$ cat config.mk
export PLATFORM = sky130hd
export DESIGN_NAME = mem_port_arbiter
export DESIGN_NICKNAME = d
export VERILOG_FILES = /design/src/rtl/mem_port_arbiter.sv
export SDC_FILE = /design/constraint.sdc
export NUM_CORES = 1
export LEC_CHECK = 0
export ABC_CLOCK_PERIOD_IN_PS = 2000
export BUFFER_PORTS_ARGS = -buffer_cell sky130_fd_sc_hd__buf_4
export CAP_MARGIN = 10
export CORE_MARGIN = 4
export CORE_UTILIZATION = 45
export DETAILED_ROUTE_END_ITERATION = 10
export GPL_TIMING_DRIVEN = 0
export PLACE_DENSITY = 0.77
export SYNTH_ARGS = -nofsm -noshare
export SYNTH_HDL_FRONTEND = slang
export SYNTH_SLANG_ARGS = --single-unit
$ cat constraint.sdc
create_clock -name clk -period 2 [get_ports clk]
set_clock_uncertainty 0.05 [all_clocks]
set_input_delay 0.6 -clock clk [delete_from_list [all_inputs] [get_ports clk]]
set_output_delay 0.6 -clock clk [all_outputs]
set_load 0.02 [all_outputs]
$ cat src/rtl/mem_port_arbiter.sv
// Round-robin arbiter sharing one backing memory port between instruction-side
// line refills and data-side line reads / word writes, with a fixed read latency.
module mem_port_arbiter #(
  parameter int LAT = 3
) (
  input  logic        clk,
  input  logic        reset,
  input  logic        i_req,
  input  logic [31:0] i_addr,
  output logic        i_done,
  output logic [63:0] i_rdata,
  input  logic        d_req,
  input  logic        d_we,
  input  logic [31:0] d_addr,
  input  logic [31:0] d_wdata,
  output logic        d_done,
  output logic [63:0] d_rdata,
  output logic        mem_write,
  output logic [31:0] mem_address,
  output logic [31:0] mem_write_data,
  input  logic [63:0] mem_read_data,
  output logic        busy
);

  localparam logic [3:0] LAT_M1 = 4'(LAT - 1);

  typedef enum logic [1:0] {IDLE, READ, WRITE, DONE} state_t;

  state_t      state, state_nxt;
  logic [3:0]  cnt, cnt_nxt;
  logic        owner, owner_nxt;          // 1 = data side
  logic        last_served, last_nxt;     // 1 = data side
  logic [31:0] addr_q, addr_nxt;
  logic [31:0] wdata_q, wdata_nxt;
  logic        capture;
  logic        grant_d;
  logic        grant_we;

  always_ff @(posedge clk) begin
    if (reset) begin
      state       <= IDLE;
      cnt         <= 4'd0;
      owner       <= 1'b0;
      last_served <= 1'b0;
      addr_q      <= 32'h0;
      wdata_q     <= 32'h0;
      i_rdata     <= 64'h0;
      d_rdata     <= 64'h0;
    end else begin
      state       <= state_nxt;
      cnt         <= cnt_nxt;
      owner       <= owner_nxt;
      last_served <= last_nxt;
      addr_q      <= addr_nxt;
      wdata_q     <= wdata_nxt;
      if (capture) begin
        if (owner) d_rdata <= mem_read_data;
        else       i_rdata <= mem_read_data;
      end
    end
  end

  always_comb begin
    state_nxt = state;
    cnt_nxt   = cnt;
    owner_nxt = owner;
    last_nxt  = last_served;
    addr_nxt  = addr_q;
    wdata_nxt = wdata_q;
    capture   = 1'b0;
    // Data side wins a tie unless it was the side served last.
    grant_d   = d_req && (!i_req || !last_served);
    grant_we  = grant_d && d_we;
    case (state)
      IDLE: begin
        if (i_req || d_req) begin
          owner_nxt = grant_d;
          last_nxt  = grant_d;
          addr_nxt  = grant_d ? d_addr : i_addr;
          wdata_nxt = d_wdata;
          state_nxt = grant_we ? WRITE : READ;
          cnt_nxt   = grant_we ? 4'd0 : LAT_M1;
        end
      end
      READ: begin
        if (cnt != 4'd0) begin
          cnt_nxt = cnt - 4'd1;
        end else begin
          capture   = 1'b1;
          state_nxt = DONE;
        end
      end
      WRITE:   state_nxt = DONE;
      DONE:    state_nxt = IDLE;
      default: state_nxt = IDLE;
    endcase
  end

  assign busy           = (state != IDLE);
  assign mem_write      = (state == WRITE);
  assign mem_address    = busy ? addr_q : 32'h0;
  assign mem_write_data = wdata_q;
  assign i_done         = (state == DONE) && !owner;
  assign d_done         = (state == DONE) && owner;

endmodule

### Yosys cells after proc, flatten, opt, wreduce, memory -nomap -nowiden

Index checks and enable logic that the tools add are counted.

| cells by class | value |
|---|---|
| add/sub/neg operators | 1 |
| equality and inequality tests | 6 |
| mux-type cells | 12 |
| bitwise operators | 1 |
| reductions and logical operators | 17 |

Operators with widths:

| cell | number |
|---|---|
| 32-bit 2-to-1 mux | 2 |
| 2-bit 2-to-1 mux | 4 |
| 4-bit 2-to-1 mux | 2 |
| 2-bit one-hot mux with 4 select lines | 1 |
| 4-bit one-hot mux with 2 select lines | 1 |
| 2-bit AND reduction | 4 |
| 2-bit != test (second input constant) | 3 |
| 2-bit equality test (second input constant) | 2 |
| 1-bit logical AND | 4 |
| 2-bit nonzero test | 2 |
| 4-bit nonzero test | 1 |
| 4-bit by 1-bit subtractor with 4-bit output (second input constant) | 1 |
| 3-bit AND reduction | 1 |
| 2-bit by 1-bit equality test with 1-bit output (second input constant) | 1 |
| 1-bit logical NOT | 2 |
| 2-bit logical NOT | 1 |
| 1-bit logical OR | 2 |
| 1-bit 2-to-1 mux | 2 |
| 1-bit NOT | 1 |

| word-level totals | value |
|---|---|
| register bits | 199 |
| bits of input ports | 165 |

### Logic depth before layout (Yosys ltp)

Gate-level depths: netlist of the first run.

| logic depth | value |
|---|---|
| depth in word-level cells | 7 |
| gate-level depth with buffers | 8 |
| depth with buffers taken out | 5 |

### Least setup slack after synthesis of the first run

Ideal clock, no wire load.

| timing | value |
|---|---|
| kind | flip-flop to output port |
| from | reg state[0] |
| to | out mem_address[10] |
| arrival | 1.380 ns |
| path slack | -0.030 ns |
| stages on the path, launching flop included | 6 |
| buffers on the path | 2 |
| cells stage by stage | dfxtp_1 > inv_1 > ha_1 > clkbuf_1 > clkbuf_1 > nor2b_1 |

| on the way | value |
|---|---|
| longest elaborated chain between the ends | 2 |

RTL lines:

| what | RTL line | RTL |
|---|---|---|
| from (decl) | 29 | `state_t state, state_nxt;` |
| from (signal assigned) | 50 | `state <= state_nxt;` |
| 2-bit nonzero test | 99 | `assign busy = (state != IDLE);` |
| 32-bit 2-to-1 mux | 101 | `assign mem_address = busy ? addr_q : 32'h0;` |
| to (decl) | 19 | `output logic [31:0] mem_address,` |

No other way between the ends.

### Worst setup path after layout of the first run

| timing | value |
|---|---|
| from | reg state[0] |
| to | out mem_address[14] |

The elaborated chain is that of the path after synthesis.

==> results_dict.tcl, run 1 <==
set metrics [dict create \
    power_frac_seq 0.322 \
    drive_gt1_frac 0.360 \
    worstMarginPinSlew_ns 0.579 \
    p_total_w 0.0163 \
    ys_ff_latch 199 \
    grt_max_degree 19 \
    p_int_w 0.00992 \
    route.detailed.wl_per_inst_um 18.7 \
    final.setup.tns_ns -6.70 \
    power_frac_comb 0.456 \
    ant_nets 0 \
    hpwl_mm 23.1 \
    r2r_end "i_rdata[51]" \
    ys_types 37 \
    cp_data_required_time_ns 1.35 \
    cp_max_fo 6 \
    nets 1565 \
    synthCells 1001 \
    viasPerCell 5.48 \
    routed_wl_mm 30.5 \
    grt_pass1_wl_mm 45.4 \
    holdBufCountCts 0 \
    pre_cts_ws_ns -0.610 \
    switchingPower_w 0.00639 \
    rr_worst_depth 8 \
    crit_arrival_ns 1.59 \
    fin_crit_ns 2.24 \
    vdd_ir_drop_max_mv 0.941 \
    area_growth_pct 53.2 \
    synth_fp_nets 1172 \
    synthArstFlopShare 0 \
    wl_met1_mm 11.5 \
    coreArea_um2 17400 \
    insertion_delay_ns 0.43 \
    path_depth 6 \
    pin_count 361 \
    wl_met2_mm 15.6 \
    antenna_found_initial 0 \
    synthFlopType "dfxtp_1" \
    io_buffers 358 \
    slowest_stage "dfxtp_2" \
    seq_area_frac_synth 0.497 \
    cts_tree "built" \
    drt_iter0_markers 472 \
    maxSlewViolCount 0 \
    endpoint_kind "output pin" \
    power.density_nw_per_um2 1330 \
    initial_core_util 0.461 \
    rrSetupSlack_ns 0.06 \
    num_rows 48 \
    fill_cells 1474 \
    fin_crit_sh 1.12 \
    r2r_start "state[0]" \
    yosysTopAreaCell "dfxtp_1" \
    drt_pass1_iterations 5 \
    fin_cells 1632 \
    crit_type "register to output pin" \
    cts_buffers 17 \
    clock_path_buffers 2 \
    critical-path-top-delay-family "buffers and inverters" \
    grt_use_total 0.287 \
    pwr-share-clk 0.222 \
    path_buf_inv 4 \
    h-tree-depth 4 \
    diodes 0 \
    finalHoldViolCount 0 \
    dieHeight_um 141 \
    synth-edff-count 0 \
    dpl.cell_count 1584 \
    maxCapViolCount 0 \
    cp-startpoint "state[0]" \
    rsz0062_at_grt "yes" \
    met3WireLength_mm 2.48 \
    yosysTopAreaCellShare 0.497 \
    place_congestion 0.914 \
    synth.cell_area_um2 8010 \
    synth_area_leaders "dfxtp_1 50%, a21oi_1 10%, nand3_1 8.0%" \
    worstPathCellList "inv_2 -> ha_4 -> clkbuf_16 -> clkbuf_8 -> nor2b_1 -> buf_4" \
    grt-ovfl-total 0 \
    failed_checks "setup timing" \
    status "finished, violations left" \
    drc 0 \
    vias 8938 \
    avgSynthCellArea_um2 8.00 \
    fin_ws_ns -0.244 \
    path_clk_slew_ns 0.08 \
    clock-sinks 199 \
    p_leak_nw 5.16 \
    cts-root-buf "clkbuf_16" \
    ys_warn_count 0 \
    crit_end "mem_address[14]" \
    setup_viol 33 \
    hold_class "primary input to register" \
    die_area_um2 20000 \
    max_slew_margin 0.614 \
    worstSetupStartpointType "register" \
    die_w_um 141 \
    fmax_mhz 446 \
    switching_share 0.392 \
    first_global_vias 8476 \
    top_layer_used "met4" \
    slowest_delay_ns 0.34 \
]
metrics by stage:
| step | hold WS, ns | util | cell area (um2) |
|---|---|---|---|
| floorplan | 0.422 | - | 8010 |
| global placement | 0.392 | 0.632 | 11000 |
| detailed placement | 0.397 | 0.632 | 11000 |
| CTS | 0.344 | 0.693 | 12000 |
| global route | 0.357 | 0.707 | 12300 |
| finish | 0.353 | 0.707 | 12300 |
power by group through the flow:
stage	logic, W	clock network, W	registers (W)
2_1_floorplan	0.00310	0	0.00585
3_3_place_gp	0.00618	0	0.00527
3_5_place_dp	0.00624	0	0.00530
4_1_cts	0.00706	0.00365	0.00521
5_1_grt	0.00800	0.00382	0.00533
6_report	0.00744	0.00363	0.00525
repair_timing:
item / CTS / global route
endpoints found under the setup margin: 158 / 155
resized for setup: 75 / 86
hold endpoints to repair: 0 / 0
pin swaps: 1 / 1
gates cloned: 4 / 0
setup buffers: 10 / 3
synthesized netlist by cell type (all sizes together), types with 2 or more instances:
master,n
nor2,34
a22o,3
clkbuf,74
nand3,128
a311oi,33
o31ai,2
nand2b,2
or4b,2
o21ai,132
a21oi,163
nand2,128
dfxtp,199
inv,8
ha,6
buf,34
o311ai,3
nor2b,35
registers in the layout (all words and copies together) (netlist names):
| name | flops |
|---|---|
| addr_q | 32 |
| i_rdata | 64 |
| mem_write_data | 32 |
| cnt | 4 |
| state | 2 |
| last_served | 1 |
| d_rdata | 64 |
layer usage:
metal	global-route usage	vias to the layer above
li1	-	4298
met1	0.338	4185
met2	0.508	402
met3	0.0644	53
met4	0.111	0
met5	0	-
cell usage in the layout, fill, tap and decap left out, drive strengths merged, types with 2 or more instances in the layout:
cell / synthesis / routed
ha: 6 / 6
o31ai: 2 / 2
nor2: 34 / 34
a22o: 3 / 3
o311ai: 3 / 3
nand3: 128 / 128
a21oi: 163 / 163
inv: 8 / 12
nor2b: 35 / 35
bufinv: 0 / 3
nand2: 128 / 128
clkinv: 0 / 2
nand2b: 2 / 2
clkinvlp: 0 / 5
a311oi: 33 / 33
or4b: 2 / 2
buf: 34 / 398
dfxtp: 199 / 199
o21ai: 132 / 132
clkbuf: 74 / 102
layout make-up:
cell class / instances / area [um2] / share of cell area
clock buffers: 18 / 429 / 0.0350
inverters: 8 / 32.5 / 0.00265
clock inverters: 14 / 193 / 0.0157
multi-input cells: 686 / 3740 / 0.305
repair buffers: 375 / 2940 / 0.240
plain buffers: 107 / 666 / 0.0542
well taps: 225 / 282 / 0.0229
flip-flops and latches: 199 / 3990 / 0.325
tightest hold or removal path, delay by kind of cell:
family	cells	cell delay (ns)
buffers and inverters	1	0.11
AND/OR/NAND/NOR	1	0.04
AO/OA/AOI/OAI	1	0.05
worst min-delay path by stage:
stage	startpoint	end	cells after the start
floorplan	addr_q[0]	addr_q[0]	2
global placement	mem_write_data[6]	mem_write_data[6]	2
detailed placement	mem_write_data[11]	mem_write_data[11]	2
CTS	d_wdata[19]	mem_write_data[19]	3
global route	d_wdata[31]	mem_write_data[31]	3
finish	d_wdata[7]	mem_write_data[7]	3
cells by family after synthesis:
| kind of cell | synth area share |
|---|---|
| flip-flops | 0.497 |
| AND/OR/NAND/NOR | 0.196 |
| adder cells (fa/ha/maj) | 0.00937 |
| AO/OA/AOI/OAI | 0.237 |
| buffers and inverters | 0.0605 |
Note: power is estimated with default switching activity, not from simulation.
==> inputs of run 2 (changes only) <==
--- a/config.mk
+++ b/config.mk
@@ -8,6 +8,7 @@
 export ABC_CLOCK_PERIOD_IN_PS = 2000
 export BUFFER_PORTS_ARGS = -buffer_cell sky130_fd_sc_hd__buf_4
 export CAP_MARGIN = 10
+export CORE_ASPECT_RATIO = 0.7
 export CORE_MARGIN = 4
 export CORE_UTILIZATION = 45
 export DETAILED_ROUTE_END_ITERATION = 10
==> run 2 against run 1 <==
Net effect:
- the run still ends with setup timing left
- clock power down 5.8%
- worst hold slack improved by 0.0044 ns
- critical path type unchanged
- non-clock buffer count fell by 1
- core utilization shrank 0.23 points
- combinational power barely moved
- highest routed layer unchanged
- setup slack lost 0.024 ns
- routed wire length is 3.3% higher
- largest power group unchanged
- power shrank 1.0%
- critical endpoint is now mem_address[20]
- register-to-register slack about the same
==> results_dict.tcl, run 2 (synthesized netlist as in run 1, its figures left out) <==
set metrics [dict create \
    status "finished, violations left" \
    failed_checks "setup timing" \
    worstMarginPinSlew_ns 0.687 \
    rrSetupSlack_ns 0.06 \
    clock_path_buffers 2 \
    whs_endpoint "mem_write_data[14]" \
    rsz0062_at_grt "yes" \
    p_leak_nw 5.15 \
    fin_area_um2 12200 \
    routed_wl_mm 31.6 \
    crit_arrival_ns 1.62 \
    switching_share 0.408 \
    grt_pass1_wl_mm 47.2 \
    cts-root-buf "clkbuf_16" \
    cp_max_fo 6 \
    fmax_mhz 441 \
    p_int_w 0.00956 \
    hold-path-cell-count 3 \
    h-tree-depth 4 \
    coreArea_um2 17300 \
    layout_commonest_cell "buf_4" \
    cts_buffers 17 \
    drive_gt1_frac 0.361 \
    pre_cts_ws_ns -0.570 \
    hpwl_mm 23.5 \
    grt_use_total 0.297 \
    max_slew_margin 0.542 \
    cp_common_cell "clkbuf_16" \
    setup_viol 34 \
    path_buf_inv 4 \
    cts_tree "built" \
    drc 0 \
    finalHoldViolCount 0 \
    worstSetupStartpointType "register" \
    vdd_ir_drop_max_mv 0.743 \
    critical-path-top-delay-family "buffers and inverters" \
    power_frac_seq 0.325 \
    r2r_end "cnt[1]" \
    dpl.cell_count 1590 \
    drt_pass1_iterations 5 \
    num_rows 40 \
    ant_nets 0 \
    min-delay-start "d_wdata[14]" \
    top_regs "d_rdata: 64 flops, i_rdata: 64 flops" \
    place_congestion 0.909 \
    maxCapViolCount 0 \
    placed_area_um2 11000 \
    antenna_found_initial 0 \
    area_growth_pct 52.4 \
    final.setup.tns_ns -7.70 \
    insertion_delay_ns 0.43 \
    worstPathCellList "inv_2 -> ha_4 -> clkbuf_16 -> clkbuf_16 -> nor2b_1 -> buf_4" \
    route.detailed.wl_per_inst_um 19.3 \
    vias 9178 \
    slowest_stage "dfxtp_2" \
    pwr-share-clk 0.212 \
    power.density_nw_per_um2 1320 \
    diodes 0 \
    io_buffers 358 \
    hold_class "primary input to register" \
    pin_count 361 \
    viasPerCell 5.61 \
    r2r_start "cnt[0]" \
    first_global_vias 8496 \
    fin_crit_ns 2.27 \
    die_w_um 167 \
    grt-ovfl-total 0 \
    die_area_um2 20000 \
    drt_iter0_markers 919 \
    slowest_delay_ns 0.35 \
    clock-sinks 199 \
    dieHeight_um 120 \
    most-common-layout-cells "360 x buf_4, 196 x dfxtp_1, 160 x a21oi_1" \
    fill_cells 1410 \
    holdWs_ns 0.358 \
    maxSlewViolCount 0 \
    initial_core_util 0.462 \
    fin_ws_ns -0.268 \
    nets 1564 \
    path_clk_slew_ns 0.08 \
    grt_max_degree 21 \
    rr_worst_depth 7 \
    crit_type "register to output pin" \
    power_frac_comb 0.463 \
    fin_cells 1637 \
    fin_crit_sh 1.13 \
    endpoint_kind "output pin" \
    switchingPower_w 0.00659 \
    cp_data_required_time_ns 1.35 \
]
run 2: cell types whose count changed in the layout (fill, tap and decap cells not counted), sizes merged:
cell | before | now
clkbuf | 102 | 95
buf | 398 | 404
clkinvlp | 5 | 0
inv | 12 | 17
bufinv | 3 | 0
clkinv | 2 | 5
run 2: area by class of cell:
class                   instances  area [um2]  area share
plain buffers                 107         672      0.0551
clock buffers                  18         429      0.0352
clock inverters                14         150      0.0123
inverters                       8        32.5     0.00267
multi-input cells             686        3720       0.305
flip-flops and latches        199        3990       0.327
well taps                     231         289      0.0237
repair buffers                374        2920       0.240
run 2: power groups by stage:
stage | Clock [W] | Combinational (W) | Sequential, W
after floorplan | 0 | 0.00310 | 0.00585
after global placement | 0 | 0.00617 | 0.00527
after detailed placement | 0 | 0.00622 | 0.00531
after CTS | 0.00343 | 0.00702 | 0.00522
after global routing | 0.00357 | 0.00801 | 0.00533
final | 0.00342 | 0.00747 | 0.00525
run 2: metal layers:
metal	vias to the layer above	global-route usage	part of all wire
li1	4299	-	-
met4	0	0.117	0.038
met1	4333	0.372	0.41
met5	-	0	0
met2	469	0.485	0.47
met3	77	0.0853	0.088
run 2: worst max-delay path by stage:
stage,from,end,cells past startpoint
CTS,state[0],mem_address[26],6
floorplan,state[0],mem_address[10],5
global placement,reset,i_rdata[61],5
finish,state[1],mem_address[20],6
global route,state[1],mem_address[16],6
detailed placement,last_served,d_done,5
run 2: repair_timing:
| item | 4_1_cts | 5_1_grt |
|---|---|---|
| cloned | 4 | 0 |
| buffers inserted | 11 | 1 |
| hold endpoints to repair | 0 | 0 |
| pin swaps | 1 | 1 |
| hold buffers | 0 | 0 |
| resized for setup | 62 | 110 |
| endpoints found under the setup margin | 170 | 195 |
run 2: stage by stage:
stage,util,power [W]
5_1_grt,0.705,0.0169
3_5_place_dp,0.634,0.0115
4_1_cts,0.691,0.0157
2_1_floorplan,-,0.00894
3_3_place_gp,0.634,0.0114
6_report,0.705,0.0161
run 2: worst reg2reg max path: stages (launching register included):
cell and delay, ns:
dfxtp_1 0.40, inv_1 0.08, ha_1 0.26, nor4bb_1 0.15, buf_4 0.16, buf_2 0.19
o311ai_0 0.37, o21ai_0 0.14
